## config.mk

```make
export PLATFORM = sky130hd
export DESIGN_NAME = recon_frame_builder
export DESIGN_NICKNAME = d
export VERILOG_FILES = /design/src/rtl/recon_frame_builder.sv
export SDC_FILE = /design/constraint.sdc
export NUM_CORES = 2
export LEC_CHECK = 0
export CELL_PAD_IN_SITES_DETAIL_PLACEMENT = 0
export CELL_PAD_IN_SITES_GLOBAL_PLACEMENT = 1
export CORE_AREA = 2 2 624 626
export DETAILED_ROUTE_END_ITERATION = 10
export DIE_AREA = 0 0 626 628
export GPL_TIMING_DRIVEN = 1
export PLACE_DENSITY_LB_ADDON = 0.25
export SYNTH_ARGS = -nofsm -noshare
export SYNTH_HDL_FRONTEND = slang
export SYNTH_SLANG_ARGS = --single-unit
```

## constraint.sdc

```tcl
create_clock -name clk -period 20.6 [get_ports clk]
set_input_delay 4.12 -clock clk [delete_from_list [all_inputs] [get_ports clk]]
set_output_delay 4.12 -clock clk [all_outputs]
set_load 0.02 [all_outputs]
```

## src/rtl/recon_frame_builder.sv

```systemverilog
// recon_frame_builder: builds 512-bit reconfiguration frames from a command and
// an optional payload stream. The 46-byte Eth/IP/RMT header and the 10-byte recon
// header take output bytes 0..55. Payload is shifted up by 56 bytes, so each output
// beat holds the previous payload beat's bytes 8..63 (the residue) followed by the
// current payload beat's bytes 0..7.
//
// Handshakes (all streams): a transfer happens on a rising clk edge where
// valid && ready. A source holds valid and its payload steady until that edge.
// The frame output is one register stage. Its contents stay put while
// m_axis_tvalid && !m_axis_tready. s_axis_tready is derived combinationally from
// m_axis_tready, so there is no skid buffer.
module recon_frame_builder #(
  parameter int DATA_WIDTH = 512,
  parameter int KEEP_WIDTH = DATA_WIDTH / 8,
  parameter int ADDR_WIDTH = 34
) (
  input  logic                  clk,
  input  logic                  rst,
  input  logic [367:0]          s_axis_cmd_hdr,
  input  logic [1:0]            s_axis_cmd_func,
  input  logic                  s_axis_cmd_size_valid,
  input  logic [ADDR_WIDTH-1:0] s_axis_cmd_addr,
  input  logic [7:0]            s_axis_cmd_id,
  input  logic [31:0]           s_axis_cmd_size,
  input  logic                  s_axis_cmd_payload,
  input  logic                  s_axis_cmd_valid,
  output logic                  s_axis_cmd_ready,
  input  logic [DATA_WIDTH-1:0] s_axis_tdata,
  input  logic [KEEP_WIDTH-1:0] s_axis_tkeep,
  input  logic                  s_axis_tvalid,
  input  logic                  s_axis_tlast,
  output logic                  s_axis_tready,
  output logic [DATA_WIDTH-1:0] m_axis_tdata,
  output logic [KEEP_WIDTH-1:0] m_axis_tkeep,
  output logic                  m_axis_tvalid,
  output logic                  m_axis_tlast,
  input  logic                  m_axis_tready,
  output logic                  busy,
  output logic                  len_error,
  output logic [1:0]            dbg_state
);

  typedef enum logic [1:0] {S_IDLE, S_FIRST, S_BODY, S_FLUSH} state_t;

  state_t state, state_nxt;

  // Latched command fields
  logic [367:0]          hdr_q;
  logic [1:0]            func_q;
  logic                  size_valid_q;
  logic [ADDR_WIDTH-1:0] addr_q;
  logic [7:0]            id_q;
  logic [31:0]           size_q;
  logic                  payload_q;

  logic [31:0]            byte_cnt;
  logic [DATA_WIDTH-65:0] residue;
  logic [6:0]             flush_bytes;

  logic [79:0]            recon;
  logic                   out_free;
  logic                   cmd_fire;
  logic                   pay_fire;
  logic [6:0]             in_k;
  logic                   short_tail;
  logic [KEEP_WIDTH-1:0]  beat_keep;
  logic                   beat_last;
  state_t                 beat_next;

  logic                   emit;
  logic [DATA_WIDTH-1:0]  emit_data;
  logic [KEEP_WIDTH-1:0]  emit_keep;
  logic                   emit_last;

  // Mask with the low n bits set, n in 0..64
  function automatic logic [KEEP_WIDTH-1:0] low_mask(input logic [6:0] n);
    if (n >= 7'd64) low_mask = '1;
    else            low_mask = (KEEP_WIDTH'(1) << n) - KEEP_WIDTH'(1);
  endfunction

  assign recon = {3'b000, size_q, id_q, addr_q, size_valid_q, func_q};

  assign out_free         = !m_axis_tvalid || m_axis_tready;
  assign s_axis_cmd_ready = (state == S_IDLE) && !rst;
  assign s_axis_tready    = ((state == S_FIRST) || (state == S_BODY)) && payload_q && out_free;
  assign cmd_fire         = s_axis_cmd_valid && s_axis_cmd_ready;
  assign pay_fire         = s_axis_tvalid && s_axis_tready;
  assign busy             = (state != S_IDLE);
  assign dbg_state        = state;

  // Popcount of the incoming tkeep and the tail rule for a payload beat
  always_comb begin
    in_k = '0;
    for (int i = 0; i < KEEP_WIDTH; i++) begin
      in_k = in_k + 7'(s_axis_tkeep[i]);
    end
    short_tail = s_axis_tlast && (in_k <= 7'd8);
    beat_keep  = short_tail ? low_mask(7'd56 + in_k) : '1;
    beat_last  = short_tail;
    if (!s_axis_tlast)     beat_next = S_BODY;
    else if (in_k > 7'd8)  beat_next = S_FLUSH;
    else                   beat_next = S_IDLE;
  end

  // Next-state and the beat to load into the output register
  always_comb begin
    state_nxt = state;
    emit      = 1'b0;
    emit_data = '0;
    emit_keep = '0;
    emit_last = 1'b0;
    case (state)
      S_IDLE: begin
        if (cmd_fire) state_nxt = S_FIRST;
      end
      S_FIRST: begin
        if (!payload_q) begin
          if (out_free) begin
            emit      = 1'b1;
            emit_data = {64'b0, recon, hdr_q};
            emit_keep = low_mask(7'd56);
            emit_last = 1'b1;
            state_nxt = S_IDLE;
          end
        end else if (pay_fire) begin
          emit      = 1'b1;
          emit_data = {s_axis_tdata[63:0], recon, hdr_q};
          emit_keep = beat_keep;
          emit_last = beat_last;
          state_nxt = beat_next;
        end
      end
      S_BODY: begin
        if (pay_fire) begin
          emit      = 1'b1;
          emit_data = {s_axis_tdata[63:0], residue};
          emit_keep = beat_keep;
          emit_last = beat_last;
          state_nxt = beat_next;
        end
      end
      S_FLUSH: begin
        if (out_free) begin
          emit      = 1'b1;
          emit_data = {64'b0, residue};
          emit_keep = low_mask(flush_bytes);
          emit_last = 1'b1;
          state_nxt = S_IDLE;
        end
      end
      default: state_nxt = S_IDLE;
    endcase
  end

  // State register
  always_ff @(posedge clk) begin
    if (rst) state <= S_IDLE;
    else     state <= state_nxt;
  end

  // Command capture on handshake
  always_ff @(posedge clk) begin
    if (rst) begin
      hdr_q        <= '0;
      func_q       <= '0;
      size_valid_q <= 1'b0;
      addr_q       <= '0;
      id_q         <= '0;
      size_q       <= '0;
      payload_q    <= 1'b0;
    end else if (cmd_fire) begin
      hdr_q        <= s_axis_cmd_hdr;
      func_q       <= s_axis_cmd_func;
      size_valid_q <= s_axis_cmd_size_valid;
      addr_q       <= s_axis_cmd_addr;
      id_q         <= s_axis_cmd_id;
      size_q       <= s_axis_cmd_size;
      payload_q    <= s_axis_cmd_payload;
    end
  end

  // Byte counter, residue of the previous payload beat, and flush length
  always_ff @(posedge clk) begin
    if (rst) begin
      byte_cnt    <= '0;
      residue     <= '0;
      flush_bytes <= '0;
    end else if (cmd_fire) begin
      byte_cnt <= '0;
    end else if (pay_fire) begin
      byte_cnt <= byte_cnt + 32'(in_k);
      residue  <= s_axis_tdata[DATA_WIDTH-1:64];
      if (s_axis_tlast) flush_bytes <= in_k - 7'd8;
    end
  end

  // Output register: loads only when free so stalled beats stay stable
  always_ff @(posedge clk) begin
    if (rst) begin
      m_axis_tvalid <= 1'b0;
      m_axis_tdata  <= '0;
      m_axis_tkeep  <= '0;
      m_axis_tlast  <= 1'b0;
    end else if (out_free) begin
      m_axis_tvalid <= emit;
      if (emit) begin
        m_axis_tdata <= emit_data;
        m_axis_tkeep <= emit_keep;
        m_axis_tlast <= emit_last;
      end
    end
  end

  // Length check pulse at the tlast payload beat
  always_ff @(posedge clk) begin
    if (rst) len_error <= 1'b0;
    else     len_error <= pay_fire && s_axis_tlast && size_valid_q &&
                          ((byte_cnt + 32'(in_k)) != size_q);
  end

endmodule

```

Word level (Yosys, flattened, before mapping)
Index checks and enable logic that the tools add are counted.
Storage, ports and cells
  bits in registers: 1514
  bits of input ports: 1028
Operators by class
  $add $sub $neg: 68
  multiplexer cells: 24
  shift operators: 2
  reduce and logical (&&, ||, !) cells: 19
  order comparisons: 4
  bitwise gates (word level): 1
  equality and inequality tests: 5
Operator list (count)
  512-bit 2-to-1 mux: 3
  512-bit case mux with 3 select lines: 1
  7-bit by 1-bit adder with 7-bit output: 57
  64-bit 2-to-1 mux: 5
  64-bit case mux with 3 select lines: 1
  1-bit by 7-bit << shifter with 64-bit output, first input constant: 2
  64-bit by 2-bit subtractor with 64-bit output, second input constant: 2
  32-bit by 7-bit adder with 32-bit output: 1
  32-bit inequality test: 1
  7-bit greater-or-equal comparator, second input constant: 2
  2-bit 2-to-1 mux: 6
  1-bit logical AND: 9
  2-bit case mux with 4 select lines: 1
  6-bit by 1-bit adder with 7-bit output: 1
  6-bit by 7-bit adder with 7-bit output, first input constant: 1
  7-bit by 4-bit > comparator with 1-bit output, second input constant: 1
  7-bit by 4-bit <= comparator with 1-bit output, second input constant: 1
  7-bit by 4-bit subtractor with 7-bit output, second input constant: 1
  5-bit by 1-bit adder with 6-bit output: 1
  1-bit case mux with 3 select lines: 2
  4-bit by 1-bit adder with 5-bit output: 1
  1-bit 2-to-1 mux: 5
  3-bit by 1-bit adder with 4-bit output: 1
  2-bit equality test, second input constant: 2
  other kinds (12): 15

Longest topological paths before layout
  depth in word-level cells: 71
  depth in mapped cells: 34

Least setup slack after synthesis
Ideal clock, no wire load.
  kind: input -> register
  from: input port s_axis_tkeep[59]
  to: register m_axis_tkeep[58]
  required time: 20.478 ns
  library setup time: 0.122 ns
  arrival: 11.871 ns
  path slack: 8.607 ns
  stages: 33
  path through: fa_1 fa_1 inv_1 fa_1 inv_1 fa_1 inv_1 fa_1 inv_1 fa_1 inv_1 fa_1 fa_1 inv_1 ha_1 fa_1 a211oi_2 nor2_2 xnor2_1 ha_1 xnor2_1 nand3_1 and2_1 nand2_1 nor2_1 nand4_1 ha_1 o41a_1 buf_6 nand4_1 or2_1 a311oi_1 nor2_1
On the way
  word-level cells in the longest chain between the ends: 13
  elaborated cells on any way between the ends: 16
Ends and longest elaborated chain
  start, declared: RTL line 29  | input logic [KEEP_WIDTH-1:0] s_axis_tkeep,
  7-bit by 1-bit adder with 7-bit output (*) (5 in series): RTL line 95  | in_k = in_k + 7'(s_axis_tkeep[i]);
  6-bit by 7-bit adder with 7-bit output: RTL line 98  | beat_keep = short_tail ? low_mask(7'd56 + in_k) : '1;
  1-bit by 7-bit << shifter with 64-bit output: RTL line 78  | else low_mask = (KEEP_WIDTH'(1) << n) - KEEP_WIDTH'(1);
  64-bit by 2-bit subtractor with 64-bit output: RTL line 78
  64-bit 2-to-1 mux: RTL line 77  | if (n >= 7'd64) low_mask = '1;
  64-bit 2-to-1 mux (*): RTL line 98
  64-bit 2-to-1 mux (*): RTL line 125, 134
  64-bit 2-to-1 mux: RTL line 117  | if (!payload_q) begin
  64-bit case mux with 3 select lines (*): RTL line 112  | case (state)
  end signal, assigned: RTL line 208  | m_axis_tkeep <= emit_keep;
  end, declared: RTL line 34  | output logic [KEEP_WIDTH-1:0] m_axis_tkeep,
Mark *: on every way between the ends. The rest lies on a longest branch, timed or not.
A chain may end at the register's enable or synchronous reset.

Final worst setup path
  from: input port s_axis_tkeep[35]
  to: register m_axis_tkeep[50]
On the way
  word-level cells in the longest chain between the ends: 37
  elaborated cells on any way between the ends: 40
Ends and longest elaborated chain (RTL line)
  7-bit by 1-bit adder with 7-bit output (*) (29 in series): 95
  6-bit by 7-bit adder with 7-bit output: 98
  1-bit by 7-bit << shifter with 64-bit output: 78
  64-bit by 2-bit subtractor with 64-bit output: 78
  64-bit 2-to-1 mux: 77
  64-bit 2-to-1 mux (*): 98
  64-bit 2-to-1 mux (*): 125, 134
  64-bit 2-to-1 mux: 117
  64-bit case mux with 3 select lines (*): 112
Marks and branches as above.

==> results.yml <==
status:
  status: "complete, no violations"
clocking:
  htreeDepth: 4
  cts_sinks: 1514
  cts_resized: 0
  cts-root-buf: "clkbuf_16"
  cts_buffers: 199
  hold_buffers: 0
  clock_path_buffers: 4
  postCtsSetupBuffers: 0
  tritoncts: "built"
  clk_latency_ns: 0.88
  clk_pin_slew_ns: 0.06
timing:
  finalSetupViolCount: 0
  finalCriticalPeriod_ns: 14.15
  tightest_slew_ns: 1.35
  slew_headroom: 0.102
  min_period_over_period: 0.687
  rsz0062_at_grt: "no"
  slew_viol_final: 0
  fmax_mhz: 70.7
  fin_setup_tns_ns: 0
  hold_viol: 0
  skew_ns: 0.0403
yosys:
  async_flop_share: 0
  ys_seq_elements: 1514
  synth_edf_count: 0
  yosysMostFrequentCell: "nand2_1"
  synth_top_cell_by_area: "dfxtp_1"
  seq_area_frac_synth: 0.503
  synth_fp_nets: 8625
  syn-cell-area_um2: 60200
  yosysTopAreaCellShare: 0.503
  yosys-top-cells-area: "dfxtp_1, nand2_1, a221oi_1"
  synth.distinct_cells: 95
  synth_ff_type: "dfxtp_1"
  synth.avg_cell_area_um2: 8.02
  synthTopCellsByCount: "nand2_1, dfxtp_1, nor2_1, a21oi_1, clkbuf_1"
  yosys_warnings: 0
  syn_inst: 7512
pwr:
  power_density_nw_per_um2: 205
  leakage_uw: 0.0316
  peakVddDrop_v: 0.000814
route:
  drtIter0Drc: 4054
  post-route-drc-count: 0
  via_per_inst: 4.33
  post_drt_wl_per_cell_um: 25.5
  antenna_left: 0
  wirelength_mm: 362
  wl_met3_mm: 24.5
  wl_met1_mm: 148
  drtPass1Iterations: 8
  wl_met2_mm: 175
  dr.max_layer_used: "met5"
  route.vias.total: 61500
grt:
  grt_max_degree: 191
  grt_pass1_wl_mm: 499
  grt_overflow: 0
  grt_antenna_before_repair: 152
  grt_pass1_vias: 60800
  grtUsageTotal: 0.176
final_layout:
  layout.nets: 9876
  fill_cells: 42700
  utilization: 0.228
  drive_gt1_frac: 0.0519
  area_delta_synth_final_pct: 46.4
  fin_cells: 14200
critical_path:
  cp_top_family: "adder cells"
  path_class: "primary input to flop"
  cp_max_fo: 19
  crit_path_start_kind: "primary input"
  cp_slowest_stage_delay_ns: 0.78
  crit_arrival_ns: 14.91
  crit_path_end_kind: "flop"
  cp_common_cell: "fa_1"
  required_ns: 21.36
  cp_slowest_cell: "nor2_2"
  path_buf_inv: 6
die:
  row_count: 229
  core_um2: 387000
  die_height_um: 628
  die_w_um: 626
  io_pins: 1612
  initial_utilization: 0.156
  dieArea_um2: 393000
place:
  port_buffers: 1611
  post-dp-hpwl_mm: 261
  dp_cells: 13800
  gp_congestion: 0.888
hold_path:
  hold_class: "flop to flop"
run:
  maxCapViolCount: 0
[layout by cell type, fill, tap and decap left out, types with 16 or more instances in the layout]
cell type           n
a211oi_1           58
a21o_1             16
a21oi_1           594
a221oi_1          447
and3_1             16
buf_4              80
bufinv_16          16
clkbuf_1           41
clkbuf_16         204
clkbuf_8           51
clkdlybuf4s50_1  1610
clkinv_2           31
dfxtp_1          1513
diode_2            61
fa_1               55
ha_1               30
inv_1             107
nand2_1          1948
nand3_1           555
nor2_1            611
nor3_1            492
o21ai_0            82
or3_1              20
xnor2_1            45
xor2_1             22
[cell type report]
cell class / instances / area [um^2] / share of cell area
inverter: 112 / 428 / 0.00485
tap: 5197 / 6500 / 0.0737
clock inverter: 65 / 828 / 0.00939
clock buffer: 296 / 5960 / 0.0676
timing repair buffer: 1702 / 17000 / 0.192
sequential: 1514 / 30300 / 0.344
antenna: 61 / 153 / 0.00173
multi-input combinational: 5234 / 27000 / 0.307
[registers in the layout, summed over array words and instances (netlist names), 2 cells and up]
| name | cells |
|---|---|
| m_axis_tkeep | 64 |
| id_q | 8 |
| addr_q | 34 |
| size_q | 32 |
| m_axis_tdata | 512 |
| func_q | 2 |
| flush_bytes | 7 |
| hdr_q | 368 |
| dbg_state | 2 |
| byte_cnt | 32 |
| residue | 448 |
[worst reg2reg max path: cells and delay by family, from the launching register on]
family / cells / cell delay (ns)
buffers and inverters: 6 / 3.66
AO/OA/AOI/OAI: 2 / 1.39
AND/OR/NAND/NOR: 4 / 0.78
flip-flops: 1 / 0.50
adder cells (fa/ha/maj): 1 / 0.30
[layer usage]
| metal | track usage | vias to the layer above |
|---|---|---|
| li1 | - | 28400 |
| met1 | 0.211 | 30400 |
| met2 | 0.301 | 2029 |
| met3 | 0.0431 | 578 |
| met4 | 0.0643 | 76 |
| met5 | 0 | - |
[worst paths after layout]
kind               startpoint                end  slack (ns)  cells past startpoint
max          s_axis_tkeep[35]   m_axis_tkeep[50]        6.45                     31
min                 hdr_q[86]          hdr_q[86]        0.45                      2
max reg2reg      dbg_state[0]  m_axis_tdata[141]       13.89                     13
min reg2reg         hdr_q[86]          hdr_q[86]        0.45                      2
[logic make-up after synthesis]
group | count (synthesis) | synth area share
compound gates | 1332 | 0.150
xor+xnor | 68 | 0.0100
simple gates | 3740 | 0.262
fa+ha+maj | 85 | 0.0245
flops | 1514 | 0.503
mux | 9 | 0.00156
buf+inv | 764 | 0.0489
[report_power, final]
group	switching (uW)	total (uW)	internal, uW
Sequential	88.0	3150	3060
Clock	1470	3670	2200
Combinational	7950	11300	3310
[per-stage QoR]
stage | hold WS, ns | instance area (um^2) | total power [uW] | setup slack, ns
finish | 0.452 | 88200 | 18100 | 6.45
global route | 0.463 | 88100 | 19100 | 5.80
CTS | 0.454 | 88000 | 18200 | 6.54
detailed placement | 0.444 | 81200 | 14500 | 5.59
global placement | 0.438 | 81200 | 14500 | 5.62
floorplan | 0.434 | 60200 | 12000 | 8.61
No activity file was read; power rests on OpenSTA's default activity.
